==> src/rtl/menu_pkg.sv <==
// Shared definitions for the menu controller.
//   menu_state_t : menu button FSM encoding
//   MAX_SCREEN   : highest valid screen index
//   SCREEN_W     : width of a screen index
//   cnt_width()  : bit width needed to hold a counter value
//   max_u()      : larger of two unsigned values
package menu_pkg;

    localparam int unsigned MAX_SCREEN = 10;
    localparam int unsigned SCREEN_W   = 4;

    typedef enum logic [1:0] {
        M_IDLE     = 2'd0,
        M_PRESS    = 2'd1,
        M_LONG     = 2'd2,
        M_WAIT_REL = 2'd3
    } menu_state_t;

    function automatic int unsigned max_u(input int unsigned a, input int unsigned b);
        return (a > b) ? a : b;
    endfunction

    // Always at least one bit so a zero-valued parameter still yields a legal vector.
    function automatic int unsigned cnt_width(input int unsigned max_val);
        return (max_val < 2) ? 1 : $clog2(max_val + 1);
    endfunction

endpackage

==> src/rtl/btn_debounce.sv <==
// Two-flop synchronizer plus debounce filter for one raw push-button.
// Ports:
//   clk, reset : system clock, asynchronous active-high reset
//   raw        : asynchronous button input
//   level      : debounced level
//   rise, fall : one-cycle pulses, registered together with the level change
module btn_debounce
    import menu_pkg::*;
#(
    parameter int unsigned DEBOUNCE_CYCLES = 500000
) (
    input  logic clk,
    input  logic reset,
    input  logic raw,
    output logic level,
    output logic rise,
    output logic fall
);

    localparam int unsigned DB_EFF = (DEBOUNCE_CYCLES == 0) ? 1 : DEBOUNCE_CYCLES;
    localparam int unsigned CW     = cnt_width(DB_EFF);
    localparam logic [CW-1:0] CNT_LAST = CW'(DB_EFF - 1);

    logic          sync1;
    logic          sync2;
    logic [CW-1:0] cnt;

    always_ff @(posedge clk or posedge reset) begin
        if (reset) begin
            sync1 <= 1'b0;
            sync2 <= 1'b0;
            cnt   <= '0;
            level <= 1'b0;
            rise  <= 1'b0;
            fall  <= 1'b0;
        end else begin
            sync1 <= raw;
            sync2 <= sync1;
            rise  <= 1'b0;
            fall  <= 1'b0;
            if (sync2 == level) begin
                // Any bounce back to the current level restarts the stability window.
                cnt <= '0;
            end else if (cnt == CNT_LAST) begin
                cnt   <= '0;
                level <= sync2;
                rise  <= sync2;
                fall  <= ~sync2;
            end else begin
                cnt <= cnt + CW'(1);
            end
        end
    end

endmodule

==> src/rtl/menu_ctrl.sv <==
// Button front end and screen selector for the menu system.
// Ports:
//   clk, reset                : system clock, asynchronous active-high reset
//   btn_menu, btn_up, btn_down: raw active-high push-buttons
//   goto_valid, goto_screen   : one-cycle screen-change request from the active screen
//   select                    : current screen index (downstream dmux select)
//   wrmenu, up, down          : one-cycle, mutually exclusive event pulses
// A short menu press emits wrmenu on release; a long press returns to screen 0
// silently. Up/down emit a pulse per press and auto-repeat while held.
module menu_ctrl
    import menu_pkg::*;
#(
    parameter int unsigned DEBOUNCE_CYCLES = 500000,
    parameter int unsigned LONG_CYCLES     = 50000000,
    parameter int unsigned REPEAT_DELAY    = 25000000,
    parameter int unsigned REPEAT_PERIOD   = 10000000
) (
    input  logic                clk,
    input  logic                reset,
    input  logic                btn_menu,
    input  logic                btn_up,
    input  logic                btn_down,
    input  logic                goto_valid,
    input  logic [SCREEN_W-1:0] goto_screen,
    output logic [SCREEN_W-1:0] select,
    output logic                wrmenu,
    output logic                up,
    output logic                down
);

    localparam int unsigned HOLD_MAX = max_u(LONG_CYCLES, REPEAT_DELAY + REPEAT_PERIOD);
    localparam int unsigned HW       = cnt_width(HOLD_MAX);

    localparam logic [HW-1:0] LONG_C     = HW'(LONG_CYCLES);
    localparam logic [HW-1:0] REP_FIRST  = HW'(REPEAT_DELAY);
    localparam logic [HW-1:0] REP_WRAP   = HW'(REPEAT_DELAY + REPEAT_PERIOD);
    localparam logic [HW-1:0] REP_RELOAD = HW'(REPEAT_DELAY + 1);
    localparam logic [HW-1:0] HOLD_SAT   = HW'(HOLD_MAX);

    localparam logic [SCREEN_W-1:0] SCREEN_MAX = SCREEN_W'(MAX_SCREEN);

    // ------------------------------------------------------------------
    // Debounced buttons
    // ------------------------------------------------------------------
    logic m_level, m_rise, m_fall;
    logic u_level, u_rise, u_fall;
    logic d_level, d_rise, d_fall;

    btn_debounce #(.DEBOUNCE_CYCLES(DEBOUNCE_CYCLES)) u_db_menu (
        .clk   (clk),
        .reset (reset),
        .raw   (btn_menu),
        .level (m_level),
        .rise  (m_rise),
        .fall  (m_fall)
    );

    btn_debounce #(.DEBOUNCE_CYCLES(DEBOUNCE_CYCLES)) u_db_up (
        .clk   (clk),
        .reset (reset),
        .raw   (btn_up),
        .level (u_level),
        .rise  (u_rise),
        .fall  (u_fall)
    );

    btn_debounce #(.DEBOUNCE_CYCLES(DEBOUNCE_CYCLES)) u_db_down (
        .clk   (clk),
        .reset (reset),
        .raw   (btn_down),
        .level (d_level),
        .rise  (d_rise),
        .fall  (d_fall)
    );

    // Repeat counters clear on the debounced level, so the fall pulses are not needed.
    logic unused_falls;
    assign unused_falls = u_fall ^ d_fall;

    // ------------------------------------------------------------------
    // Menu button FSM
    // ------------------------------------------------------------------
    menu_state_t   state;
    logic [HW-1:0] hold_cnt;

    always_ff @(posedge clk or posedge reset) begin
        if (reset) begin
            state    <= M_IDLE;
            hold_cnt <= '0;
        end else begin
            unique case (state)
                M_IDLE: begin
                    if (m_rise) begin
                        state    <= M_PRESS;
                        hold_cnt <= '0;
                    end
                end
                M_PRESS: begin
                    if (m_fall) begin
                        state <= M_IDLE;
                    end else if (hold_cnt >= LONG_C) begin
                        state <= M_LONG;
                    end else begin
                        hold_cnt <= hold_cnt + HW'(1);
                    end
                end
                M_LONG: begin
                    state <= M_WAIT_REL;
                end
                M_WAIT_REL: begin
                    // Level rather than fall: a release during M_LONG must not strand us here.
                    if (!m_level) begin
                        state <= M_IDLE;
                    end
                end
                default: state <= M_IDLE;
            endcase
        end
    end

    logic menu_evt;
    logic long_ret;

    assign menu_evt = (state == M_PRESS) && m_fall && (hold_cnt < LONG_C);
    assign long_ret = (state == M_LONG);

    // ------------------------------------------------------------------
    // Up/down auto-repeat
    // ------------------------------------------------------------------
    // Counter reads 1 in the cycle after the debounced edge, then counts held cycles.
    // A pulse fires at REPEAT_DELAY and every REPEAT_PERIOD after, by folding the
    // count from DELAY+PERIOD back to DELAY+1.
    function automatic logic [HW-1:0] rep_next(input logic [HW-1:0] cnt,
                                               input logic          lvl,
                                               input logic          edge_in);
        if (!lvl) begin
            return '0;
        end else if (edge_in) begin
            return HW'(1);
        end else if (cnt == REP_WRAP) begin
            return REP_RELOAD;
        end else if (cnt == HOLD_SAT) begin
            return cnt;
        end
        return cnt + HW'(1);
    endfunction

    logic [HW-1:0] up_cnt;
    logic [HW-1:0] down_cnt;

    always_ff @(posedge clk or posedge reset) begin
        if (reset) begin
            up_cnt   <= '0;
            down_cnt <= '0;
        end else begin
            up_cnt   <= rep_next(up_cnt, u_level, u_rise);
            down_cnt <= rep_next(down_cnt, d_level, d_rise);
        end
    end

    logic up_evt;
    logic down_evt;

    assign up_evt   = u_rise || (u_level && !u_rise &&
                                 (up_cnt == REP_FIRST || up_cnt == REP_WRAP));
    assign down_evt = d_rise || (d_level && !d_rise &&
                                 (down_cnt == REP_FIRST || down_cnt == REP_WRAP));

    // ------------------------------------------------------------------
    // Screen select and output pulses
    // ------------------------------------------------------------------
    logic [SCREEN_W-1:0] sel_d;
    logic                blank;

    always_comb begin
        sel_d = select;
        if (long_ret) begin
            sel_d = '0;
        end else if (goto_valid && (goto_screen <= SCREEN_MAX)) begin
            sel_d = goto_screen;
        end
    end

    // blank is high for the first cycle a new select is presented; events
    // arising then are dropped so they cannot reach the wrong screen.
    always_ff @(posedge clk or posedge reset) begin
        if (reset) begin
            select <= '0;
            blank  <= 1'b0;
            wrmenu <= 1'b0;
            up     <= 1'b0;
            down   <= 1'b0;
        end else begin
            select <= sel_d;
            blank  <= (sel_d != select);
            wrmenu <= !blank && menu_evt;
            up     <= !blank && !menu_evt && up_evt;
            down   <= !blank && !menu_evt && !up_evt && down_evt;
        end
    end

endmodule

==> config.mk <==
export PLATFORM = sky130hd
export DESIGN_NAME = menu_ctrl
export DESIGN_NICKNAME = d
export VERILOG_FILES = /design/src/rtl/menu_pkg.sv /design/src/rtl/btn_debounce.sv /design/src/rtl/menu_ctrl.sv
export SDC_FILE = /design/constraint.sdc
export NUM_CORES = 1
export LEC_CHECK = 0
export ABC_AREA = 1
export BUFFER_PORTS_ARGS = -buffer_cell sky130_fd_sc_hd__buf_4
export CAP_MARGIN = 5
export CORE_ASPECT_RATIO = 0.8
export CORE_MARGIN = 4
export CORE_UTILIZATION = 50
export CTS_BUF_LIST = sky130_fd_sc_hd__clkbuf_4
export CTS_CLUSTER_SIZE = 20
export DETAILED_ROUTE_END_ITERATION = 16
export PLACE_DENSITY = 0.7
export RECOVER_POWER = 50
export SETUP_SLACK_MARGIN = 0.2
export SYNTH_ARGS = -nofsm -noshare
export SYNTH_HDL_FRONTEND = slang
export SYNTH_HIERARCHICAL = 1
export SYNTH_SLANG_ARGS = --single-unit
==> constraint.sdc <==
create_clock -name clk -period 4.9 [get_ports clk]
set_input_delay 0.98 -clock clk [delete_from_list [all_inputs] [get_ports clk]]
set_output_delay 0.98 -clock clk [all_outputs]
set_load 0.02 [all_outputs]
==> impl_metrics.env <==
export IMPL_ir_drop_mv=0.183
export IMPL_clkLatencyLatePin_ns=0.57
export IMPL_ys_warn_count=6
export IMPL_critPathMaxFanout=54
export IMPL_slowest_delay_ns=1.34
export IMPL_crit_required_ns=5.59
export IMPL_routedWlPerCell_um=13.1
export IMPL_routed_wl_mm=22.2
export IMPL_dp_hpwl_mm=16.5
export IMPL_num_vias=8592
export IMPL_portBuffers=16
export IMPL_grt_pass1_wl_mm=38.4
export IMPL_critPathKind="primary input to async pin"
export IMPL_clock_sinks=158
export IMPL_routed_via_density=5.06
export IMPL_slew_headroom=-0.566
export IMPL_period_share=0.494
export IMPL_dieWidth_um=165
export IMPL_cts_inserted_buffers=17
export IMPL_rsz0062_at_grt="no"
export IMPL_hold_path_class="register to register"
export IMPL_syn_avg_cell_area_um2=7.01
export IMPL_p_per_area_nw_per_um2=217
export IMPL_final_common_cell="nand2_1"
export IMPL_worstMarginPinSlew_ns=2.34
export IMPL_rr_worst_depth=10
export IMPL_critPathArrivalTime_ns=3.11
export IMPL_area_growth_pct=6.71
export IMPL_finClkSkew_ns=0.0249
export IMPL_holdBufCountCts=0
export IMPL_post_cts_buffers=0
export IMPL_status="finished, violations left"
export IMPL_path_buf_inv=3
export IMPL_maxCapViolations=1
export IMPL_io_pins=17
export IMPL_track_usage=0.213
export IMPL_fmax_mhz=413
export IMPL_die_y_um=133
export IMPL_cpLargestDelayFamily="buffers and inverters"
export IMPL_final_antenna_net_count=0
export IMPL_syn_num_nets=1421
export IMPL_p_leak_nw=4.60
export IMPL_cts_root_buf="clkbuf_4"
export IMPL_slowest_stage="clkinvlp_2"
export IMPL_grt_antenna_before_repair=1
export IMPL_whs_path_depth=0
export IMPL_endpoint_kind="async pin"
export IMPL_cp_start_kind="primary input"
export IMPL_n_fill_cell=1903
export IMPL_num_rows=45
export IMPL_drive_gt1_frac=0.104
export IMPL_synth_area_um2=9820
export IMPL_whs_ns=0.368
export IMPL_cts_resized_gates=0
export IMPL_crit_chain="clkbuf_1 > clkinvlp_2 > buf_4"
export IMPL_gp_congestion=0.940
export IMPL_core_area_um2=19100
export IMPL_drcViolationCount=0
export IMPL_fin_crit_ns=2.42
export IMPL_drv_slew=55
export IMPL_cts_htree_levels=4
export IMPL_crit_cells=3
export IMPL_cts_tree="built"
export IMPL_synth_cells=1402
export IMPL_grt_overflow=0
export IMPL_first_pass_iters=5
export IMPL_cts_buffer_depth=2
export IMPL_violations="capacitance limit, slew limit"
export IMPL_mostFrequentLayoutCells="nand2_1, nor2_1, dfrtp_1"
export IMPL_start_util=0.513
export IMPL_grt_pass1_vias=8025
export IMPL_setup_viol=0
export IMPL_finalHoldViolCount=0
export IMPL_clk_pin_slew_ns=0.12
export IMPL_dieArea_um2=22000
export IMPL_fin_setup_tns_ns=0
export IMPL_fin_nets=1444
export IMPL_drt_iter0_markers=596
export IMPL_grt_start_max_net_pins=55
sequential cells by signal (all words and copies together), names as in the netlist, 4 cells and up, named ones only:
register / flops
u_db_menu/cnt: 19
select: 4
u_db_down/cnt: 19
down_cnt: 26
hold_cnt: 26
u_db_up/cnt: 19
up_cnt: 26
final cells by class:
type / instances / area (µm²) / share of cell area
clock inverter: 13 / 161 / 0.0154
tap: 258 / 323 / 0.0308
timing repair buffer: 17 / 124 / 0.0118
antenna: 1 / 2.50 / 0.000239
multi-input combinational: 1064 / 5150 / 0.491
inverter: 167 / 628 / 0.0599
clock buffer: 19 / 143 / 0.0136
sequential: 158 / 3950 / 0.377
worst paths after layout:
path                                 startpoint          endpoint  slack (ns)
worst max register to register      down_cnt[0]      down_cnt[22]        2.95
worst min-delay path            u_db_down/sync1   u_db_down/sync2        0.37
worst min register to register  u_db_down/sync1   u_db_down/sync2        0.37
worst max-delay path                      reset         up_cnt[1]        2.48
max in group clk                      select[1]         select[1]        2.72
min in group asynchronous                 reset  u_db_down/cnt[9]        0.63
metal layers:
layer	track usage	share of wire	vias to the layer above
met5	0	0	-
met4	0.0564	0.013	0
met3	0.0455	0.057	19
met2	0.305	0.42	193
met1	0.325	0.51	3943
li1	-	-	4437
per-stage QoR:
stage	worst slack, ns	instance area [µm²]	total power, mW	utilization	std cells
final	2.48	10500	2.28	0.548	1697
after detailed placement	2.77	10200	1.45	0.533	1664
after CTS	2.66	10500	2.31	0.549	1696
after global routing	2.06	10500	2.38	0.548	1697
after global placement	2.80	10200	1.45	0.533	1664
after floorplan	1.64	9820	1.41	-	1402
power by group:
part	switching [mW]	internal [mW]	total, mW
clock network	0.483	0.368	0.851
registers	0.0123	1.32	1.33
logic	0.0677	0.0260	0.0937
total	0.563	1.71	2.28
Note: power is estimated with default switching activity, not from simulation.
